[config.mk]
export PLATFORM = sky130hd
export DESIGN_NAME = fetch_bundle_gen
export DESIGN_NICKNAME = d
export VERILOG_FILES = /design/src/rtl/fetch_bundle_gen.sv
export SDC_FILE = /design/constraint.sdc
export NUM_CORES = 1
export LEC_CHECK = 0
export BUFFER_PORTS_ARGS = -buffer_cell sky130_fd_sc_hd__buf_2
export CORE_AREA = 2 2 259 261
export CTS_BUF_LIST = sky130_fd_sc_hd__clkbuf_16
export DETAILED_ROUTE_END_ITERATION = 16
export DIE_AREA = 0 0 261 263
export GPL_ROUTABILITY_DRIVEN = 0
export GPL_TIMING_DRIVEN = 0
export HOLD_SLACK_MARGIN = 0.05
export PLACE_DENSITY_LB_ADDON = 0.12
export SLEW_MARGIN = 20
export SYNTH_ARGS = -nofsm -noshare
export SYNTH_HDL_FRONTEND = slang
export SYNTH_SLANG_ARGS = --single-unit
[constraint.sdc]
create_clock -name clock -period 3.3 [get_ports clock]
set_input_delay 0.495 -clock clock [delete_from_list [all_inputs] [get_ports clock]]
set_output_delay 0.495 -clock clock [all_outputs]
set_load 0.05 [all_outputs]
[src/rtl/fetch_bundle_gen.sv]
// Fetch-side bundle producer: issues line-aligned I-cache requests from the
// fetch PC and packs each returned 32-byte line into an 8-slot bundle.
// Slots below the fetch offset are invalid. The block stalls while the buffer
// is full, and a redirect flushes the buffer and drops any stale line.
module fetch_bundle_gen #(
    parameter int          PC_W     = 64,
    parameter logic [63:0] RESET_PC = 64'h0
) (
    input  logic            clock,
    input  logic            reset,
    input  logic            redirect_i,
    input  logic [PC_W-1:0] redirect_pc_i,
    output logic            ic_req_vld_o,
    output logic [PC_W-1:0] ic_req_addr_o,
    input  logic            ic_req_rdy_i,
    input  logic            ic_rsp_vld_i,
    input  logic [255:0]    ic_rsp_data_i,
    input  logic            buf_full_i,
    output logic [31:0]     inst0_o,
    output logic [31:0]     inst1_o,
    output logic [31:0]     inst2_o,
    output logic [31:0]     inst3_o,
    output logic [31:0]     inst4_o,
    output logic [31:0]     inst5_o,
    output logic [31:0]     inst6_o,
    output logic [31:0]     inst7_o,
    output logic            inst0_vld_o,
    output logic            inst1_vld_o,
    output logic            inst2_vld_o,
    output logic            inst3_vld_o,
    output logic            inst4_vld_o,
    output logic            inst5_vld_o,
    output logic            inst6_vld_o,
    output logic            inst7_vld_o,
    output logic            flush_o
);

    typedef enum logic [1:0] {
        ST_REQ  = 2'd0,
        ST_WAIT = 2'd1,
        ST_HOLD = 2'd2,
        ST_DROP = 2'd3
    } state_t;

    localparam logic [PC_W-1:0] LINE_BYTES = {{(PC_W-6){1'b0}}, 6'b100000};

    state_t            state_r;
    logic [PC_W-1:0]   fetch_pc_r;
    logic [255:0]      hold_data_r;
    logic              hold_vld_r;
    logic [7:0][31:0]  inst_r;
    logic [7:0]        inst_vld_r;
    logic              flush_r;

    logic [PC_W-1:0]   line_addr_s;
    logic [PC_W-1:0]   next_line_s;
    logic              outstanding_s;
    logic              launch_s;
    logic [255:0]      launch_line_s;
    logic [7:0][31:0]  slot_data_s;
    logic [7:0]        slot_vld_s;

    assign line_addr_s   = {fetch_pc_r[PC_W-1:5], 5'b00000};
    // Sequential advance wraps modulo 2^PC_W and clears the line offset.
    assign next_line_s   = line_addr_s + LINE_BYTES;
    // A request is in flight if we are waiting/dropping, or one is accepted right now.
    assign outstanding_s = (state_r == ST_WAIT) || (state_r == ST_DROP) ||
                           ((state_r == ST_REQ) && ic_req_rdy_i);

    assign ic_req_vld_o  = (state_r == ST_REQ);
    assign ic_req_addr_o = line_addr_s;
    assign flush_o       = flush_r;

    assign inst0_o = inst_r[0];
    assign inst1_o = inst_r[1];
    assign inst2_o = inst_r[2];
    assign inst3_o = inst_r[3];
    assign inst4_o = inst_r[4];
    assign inst5_o = inst_r[5];
    assign inst6_o = inst_r[6];
    assign inst7_o = inst_r[7];

    assign inst0_vld_o = inst_vld_r[0];
    assign inst1_vld_o = inst_vld_r[1];
    assign inst2_vld_o = inst_vld_r[2];
    assign inst3_vld_o = inst_vld_r[3];
    assign inst4_vld_o = inst_vld_r[4];
    assign inst5_vld_o = inst_vld_r[5];
    assign inst6_vld_o = inst_vld_r[6];
    assign inst7_vld_o = inst_vld_r[7];

    // Launch decision and bundle packing; a redirect kills any launch this cycle.
    always_comb begin
        launch_s      = 1'b0;
        launch_line_s = '0;
        slot_data_s   = '0;
        slot_vld_s    = 8'h00;
        if (!redirect_i && (state_r == ST_WAIT) && ic_rsp_vld_i && !buf_full_i) begin
            launch_s      = 1'b1;
            launch_line_s = ic_rsp_data_i;
        end else if (!redirect_i && (state_r == ST_HOLD) && hold_vld_r && !buf_full_i) begin
            launch_s      = 1'b1;
            launch_line_s = hold_data_r;
        end else begin
            launch_s      = 1'b0;
            launch_line_s = '0;
        end
        for (int k = 0; k < 8; k++) begin
            slot_vld_s[k]  = launch_s && (3'(k) >= fetch_pc_r[4:2]);
            slot_data_s[k] = slot_vld_s[k] ? launch_line_s[32*k +: 32] : 32'h0;
        end
    end

    // Fetch FSM, PC/hold state and registered bundle outputs.
    always_ff @(posedge clock) begin
        if (reset) begin
            state_r     <= ST_REQ;
            fetch_pc_r  <= RESET_PC[PC_W-1:0];
            hold_data_r <= '0;
            hold_vld_r  <= 1'b0;
            inst_r      <= '0;
            inst_vld_r  <= 8'h00;
            flush_r     <= 1'b0;
        end else begin
            flush_r    <= redirect_i;
            inst_r     <= slot_data_s;
            inst_vld_r <= slot_vld_s;
            if (redirect_i) begin
                fetch_pc_r <= {redirect_pc_i[PC_W-1:2], 2'b00};
                hold_vld_r <= 1'b0;
                state_r    <= (outstanding_s && !ic_rsp_vld_i) ? ST_DROP : ST_REQ;
            end else begin
                case (state_r)
                    ST_REQ: begin
                        if (ic_req_rdy_i) begin
                            state_r <= ST_WAIT;
                        end
                    end
                    ST_WAIT: begin
                        if (ic_rsp_vld_i) begin
                            if (!buf_full_i) begin
                                fetch_pc_r <= next_line_s;
                                state_r    <= ST_REQ;
                            end else begin
                                hold_data_r <= ic_rsp_data_i;
                                hold_vld_r  <= 1'b1;
                                state_r     <= ST_HOLD;
                            end
                        end
                    end
                    ST_HOLD: begin
                        if (!buf_full_i) begin
                            hold_vld_r <= 1'b0;
                            fetch_pc_r <= next_line_s;
                            state_r    <= ST_REQ;
                        end
                    end
                    ST_DROP: begin
                        if (ic_rsp_vld_i) begin
                            state_r <= ST_REQ;
                        end
                    end
                    default: begin
                        state_r <= ST_REQ;
                    end
                endcase
            end
        end
    end

endmodule

==> results.md, run 1 <==
- Status: completed
- Critical-path cell list: buf_2 -> nand3b_1 -> nor2_1 -> clkbuf_1 -> clkbuf_1 -> a22oi_1 -> nor2_1
- Most frequent cell after synthesis: nand2_1
- IR drop worst, VDD: 0.394 mV
- Total track usage: 24.6%
- FFs w/ async S/R, synth: 0%
- Global route overflow: 0
- Maxcap violations: 0
- CTS root buffer: clkbuf_16
- WHS Endpoint: fetch_pc_r[42]
- Full die area: 68,600 um2
- Post-synthesis xor/xnor area fraction: 0.238%
- Clk buf depth: 3
- FF-to-FF setup slack: 0.31 ns
- Resize count post-CTS: 0
- Die Y: 263 um
- Synth top area share: 53.1%
- Skew-Pair Late Insertion Delay: 0.60 ns
- Number of synthesized register bits: 586
- Worst R2R Path Depth: 7
- Rows: 94
- Setup Skew: 0.0265 ns
- Post-CTS Setup Inserts: 0
- TNS Setup: 0 ns
- Synth area leaders: dfxtp_1 (53%), nand2_1 (10%), a22oi_1 (9.0%), a21oi_1 (6.5%), nor2_1 (5.2%)
- Syn. warnings: 0
- CP Max Fanout: 10
- Slowest CP cell: clkbuf_1
- WP data required: 3.78 ns
- Hold Path Origin: redirect_pc_i[42]
- Initial DRC Count: 1,852
- Clock slew at reported path FFs: 0.06 ns
- WHS: 0.107 ns
- Hold Path Stages: 3
- Vias in the first global route: 21,000
- Reg2reg start: state_r[1]
- Top cells by count, synth: nand2_1 (588), dfxtp_1 (586), nor2_1 (305)
- First-pass GRT wire length: 129 mm
- Worst slew margin: 31.8%
- Max Fclk: 335 MHz
- Max incr delay on CP: 0.80 ns
- Hold Crit Class: in -> reg
- Adder-cell share of the synthesized area: 0.0566%
- Final worst-path cycle share: 90.5%
- Layout cells sized above 1: 25.9%
- Final Hold Fails: 0
- Largest net degree at the start of global routing: 13
- Vias after detailed routing: 22,100
- IO Port Bufs: 646
- Routed WL: 88.6 mm
- Sequential fraction of the synthesis area: 53.1%
- Worst R2R End: inst3_o[29]
- Inst Count DP: 4,143
- Worst Setup Start Kind: flip-flop
- Num CTS Buffers: 68
- Initial antenna violation count: 30
- DRC: 0
- # setup viols final: 0
- I/O Pins: 656
- Compound-Gate Fraction of Synth Area: 19.3%
- Area leader, netlist: dfxtp_1
- Multiplexer share of the synthesized area: 0.278%
- Tmin final: 2.99 ns
- Unrepaired setup endpoints after global routing: no
- CTS tree: done
- Initial Utilization: 33.7%
- Chip Width: 261 um
- Top FF cell, synth: dfxtp_1
- Hold buffer count at cts: 1
- Non-filler instance count after layout: 4,280
- Via density: 5.16
- DP Wirelength: 67.5 mm
- Crit path from: state_r[1]
- Detailed-route wire length per cell: 20.7 um
- Worst-Margin Slew: 1.02 ns
- Pleak: 11.3 nW
- Syn avg cell area: 8.40 um2
- CTS Sinks: 586
- Post-synthesis cell type count: 78
- Core ar.: 65,600 um2
- Filler cells: 6,712
- EDFF count, synth: 0
- Post-Route Utilization: 43.5%
- H-tree levels: 3
- CP Class: reg -> reg
- Simple-gate share of the synthesized area: 20.5%
- Fin nets: 3,677
- Mapped Area: 22,100 um2
- Cells after Synth: 2,629
- PwrDens: 541 nW/um2
- Post-route ant nets: 0
- Slew Viols, Final: 0
- Worst EP arrival: 3.46 ns
- DRT Pass-1 Iters: 7
- P&R area growth vs syn: 29.3%
- CP Capture Type: flip-flop
- Largest family of logic cells by synthesized area: simple AND/OR/NAND/NOR gates
## flip-flops by register name (all words and copies together), names as in the netlist
signal	cells
inst_vld_r	8
hold_data_r	256
inst7_o	32
inst0_o	32
state_r	2
hold_vld_r	1
inst5_o	32
inst6_o	32
fetch_pc_r	62
inst4_o	32
inst1_o	32
inst3_o	32
flush_o	1
inst2_o	32
## stage by stage
step | power, mW | area, um2 | setup WS [ns]
after floorplan | 7.99 | 22100 | 1.20
after global placement | 8.49 | 26400 | -0.261
after detailed placement | 8.50 | 26400 | -0.291
after CTS | 15.6 | 28500 | 0.122
after global routing | 16.0 | 28500 | 0.0621
final | 15.5 | 28600 | 0.314
## layer usage
layer / vias up / GRT usage (%) / share of wire [%] / routed length [um]
met5: - / 0 / 0.17 / 151
met4: 22 / 9.08 / 3.0 / 2660
met3: 170 / 5.33 / 7.3 / 6490
met2: 842 / 41.7 / 48 / 42900
met1: 10600 / 30.6 / 41 / 36400
li1: 10500 / - / - / -
## final cells by class
type,count,area (um2),share of cell area [%]
clock buffers,70,1750,6.13
multi-input cells,1749,8950,31.4
inverters,27,101,0.355
well taps,864,1080,3.79
plain buffers,271,1330,4.65
repair buffers,647,3240,11.4
diodes,17,42.5,0.149
clock inverters,49,322,1.13
flip-flops and latches,586,11700,41.1
## critical path: cells and delay by family (launching register included)
kind	cells	cell delay (ns)
buffers and inverters	3	1.45
AOI/OAI and AO/OA	1	0.19
and+or+nand+nor	3	0.90
DFF	1	0.32
## how the worst max path moves through the flow
| stage | end | slack (ns) |
|---|---|---|
| final | inst3_o[29] | 0.31 |
| after global routing | inst4_o[13] | 0.06 |
| after CTS | inst4_o[19] | 0.12 |
| after detailed placement | inst2_o[26] | -0.29 |
| after global placement | inst3_o[30] | -0.26 |
| after floorplan | inst0_o[20] | 1.20 |
## kinds of logic (layout without fill, tap and decap cells)
kind of cell / count (synthesis) / after routing
AO/OA/AOI/OAI: 657 / 657
multiplexers: 6 / 6
other: 1 / 22
AND/OR/NAND/NOR: 1074 / 1074
buffers and inverters: 298 / 1064
flip-flops: 586 / 586
XOR/XNOR: 6 / 6
adder cells (fa/ha/maj): 1 / 1
## report_power, final
part / leakage (nW) / internal, mW / switching, mW
clock network: 1.07 / 4.08 / 3.01
registers: 4.73 / 7.17 / 0.105
logic: 5.47 / 0.377 / 0.715
total: 11.3 / 11.6 / 3.83
## placed cells by master, fill, tap and decap left out, types with 4 or more instances in the layout
cell type  count
or4_1          9
dfxtp_1      586
diode_2       17
a31o_2         4
clkinv_1      17
clkinv_2      10
a211oi_1       4
o32ai_1        6
and2_1         7
buf_1          6
clkbuf_1     144
o31ai_1        4
clkbuf_16     70
nand3_1       39
nor3_1        19
o21ai_0       14
mux2i_1        5
conb_1         5
a22oi_1      265
nor4_1        17
a21oi_1      286
or3_1          6
inv_1         37
buf_2        702
buf_4         64
and3_1        15
nand2_1      588
o211ai_1      16
and4_1         7
o31a_1         6
xnor2_1        4
nor2_1       305
a31oi_1        9
nand4_1       30
Note: power is estimated with default switching activity, not from simulation.
==> run 2: changes to the inputs <==
Settings changed: CORE_AREA 2 2 259 261 to 2 2 253 255, DIE_AREA 0 0 261 263 to 0 0 255 257, REMOVE_ABC_BUFFERS set to 1.
==> run 2 against run 1 <==
  * Worst setup slack lost 0.088 ns
  * Combinational power shrank 9%
  * Utilization grew 2.0 points
  * Via count shrank 4.3%
  * Clock power grew 3.4%
  * Sequential share of layout area is essentially flat
==> results.md, run 2 (synthesized netlist as in run 1, its figures left out) <==
- DRT Pass-1 Iters: 5
- Worst slew margin: 36.6%
- WHS Endpoint: fetch_pc_r[42]
- Switch Pwr: 3.75 mW
- Post-route ant nets: 0
- Hold Crit Class: in -> reg
- Filler cells: 6,145
- Setup Skew: 0.0274 ns
- Internal power: 11.8 mW
- Max incr delay on CP: 0.89 ns
- Worst-Margin Slew: 0.949 ns
- Worst R2R End: hold_data_r[217]
- Final worst-path cycle share: 93.2%
- Hold Path Stages: 3
- Vias after detailed routing: 21,100
- Slew Viols, Final: 0
- WP data required: 3.83 ns
- Fin nets: 3,494
- Max Fclk: 325 MHz
- Chip Width: 255 um
- Full die area: 65,500 um2
- Tmin final: 3.07 ns
- CTS Sinks: 586
- Clk buf depth: 3
- Worst EP arrival: 3.60 ns
- Post-CTS Setup Inserts: 0
- Detailed-route wire length per cell: 19.6 um
- Largest net degree at the start of global routing: 93
- Initial DRC Count: 1,595
- Hold buffer count at cts: 0
- Critical path buffers and inverters: 3
- Skew-Pair Late Insertion Delay: 0.60 ns
- Hold Path Origin: redirect_pc_i[42]
- Logic pwr share: 6.3%
- First-pass GRT wire length: 119 mm
- Total track usage: 23.4%
- FF-to-FF setup slack: 0.26 ns
- IR drop worst, VDD: 0.362 mV
- Post-Route Utilization: 45.5%
- Clock network power share: 47.0%
- Layout cells sized above 1: 26.9%
- Routed WL: 80.0 mm
- CTS tree: done
- P&R area growth vs syn: 29.1%
- I/O Pins: 656
- Vias in the first global route: 19,600
- Largest Register: hold_data_r
- H-tree levels: 3
- Initial antenna violation count: 38
- CP Max Fanout: 65
- CP Capture Type: flip-flop
- Core ar.: 62,700 um2
- Unrepaired setup endpoints after global routing: no
- Sequential power share: 46.6%
- Pleak: 11.2 nW
- PwrDens: 547 nW/um2
- Commonest non-fill, non-tap cells in the layout: buf_2 (674), nand2_1 (586), dfxtp_1 (586), nor2_1 (300), a21oi_1 (285)
- Worst R2R Path Depth: 11
- Most common cell after layout, fill and taps aside: buf_2
- Critical-path cell list: buf_4 -> nor3_4 -> o21ai_4 -> or2_2 -> inv_2 -> nand2_2 -> buf_16 -> nor2_1
- Via density: 5.17
- Rows: 92
- Die Y: 257 um
- Num CTS Buffers: 66
- Net Sw Frac: 24.0%
- Maxcap violations: 0
- DRC: 0
- Finished Cell Area: 28,500 um2
- Post-place instance area: 26,300 um2
- Slowest CP cell: nor3_4
- Reg2reg start: state_r[0]
- Global route overflow: 0
- Status: completed
- Final Hold Fails: 0
- Clock slew at reported path FFs: 0.06 ns
- IO Port Bufs: 648
- CTS root buffer: clkbuf_16
- CP Class: in -> reg
- DP Wirelength: 57.7 mm
- Worst Setup Start Kind: input pin
- Number of flip-flops in the largest register: 256
- Resize count post-CTS: 0
- # setup viols final: 0
- Initial Utilization: 35.2%
- CP delay by family, top: simple AND/OR/NAND/NOR gates
- Biggest registers after layout: hold_data_r x256, fetch_pc_r x62
run 2: changes by cell type in the layout (fill, tap and decap cells not counted), moves of 8 or more:
cell      delta
buf_12       +8
buf_16      +16
buf_2       -28
buf_4       -48
buf_6       +18
clkbuf_1   -144
diode_2     +10
run 2: routing by layer:
layer / up-vias / part of all wire (%) / track usage [%]
li1: 10100 / - / -
met1: 10100 / 41 / 29.4
met2: 815 / 48 / 38.2
met3: 144 / 7.5 / 5.67
met4: 24 / 3.0 / 9.78
met5: - / 0.21 / 0
run 2: how the worst max path moves through the flow:
stage	start	endpoint	slack, ns	cells past startpoint
after global placement	redirect_i	hold_data_r[167]	-31.78	4
after global routing	redirect_i	inst2_o[5]	0.006	8
after floorplan	redirect_i	hold_data_r[0]	-15.61	3
final	redirect_i	inst2_o[25]	0.23	8
after CTS	redirect_i	inst2_o[25]	0.17	8
after detailed placement	redirect_i	inst2_o[25]	-0.46	8
run 2: tightest hold or removal path, cell delays in order:
cell and delay, ns:
buf_2 0.08, nand2_1 0.04, nand3_1 0.06
run 2: metrics by stage:
stage	setup TNS [ns]	power [mW]	instances	setup slack, ns	hold WS [ns]
floorplan	-5659.51	7.87	2362	-15.61	0.430
global placement	-	8.41	3856	-31.78	0.441
detailed placement	-35.29	8.41	3945	-0.457	0.446
CTS	0	15.8	4060	0.172	0.0846
global route	0	16.2	4080	0.00553	0.119
finish	0	15.6	4087	0.226	0.124
run 2: power by group through the flow:
stage	registers, mW	logic (mW)	clock network [mW]
3_3_place_gp	7.42	0.991	0
2_1_floorplan	7.56	0.311	0
6_report	7.27	0.989	7.33
5_1_grt	7.28	1.07	7.81
3_5_place_dp	7.42	0.983	0
4_1_cts	7.27	0.987	7.52
run 2: final cells by class:
type	instances	area (um2)	area share (%)
Sequential cell	586	11700	41.1
Multi-Input combinational cell	1749	9040	31.7
Timing Repair Buffer	737	4370	15.3
Clock buffer	69	1730	6.05
Tap cell	846	1060	3.71
Clock inverter	46	425	1.49
Inverter	27	101	0.355
Antenna cell	27	67.6	0.237
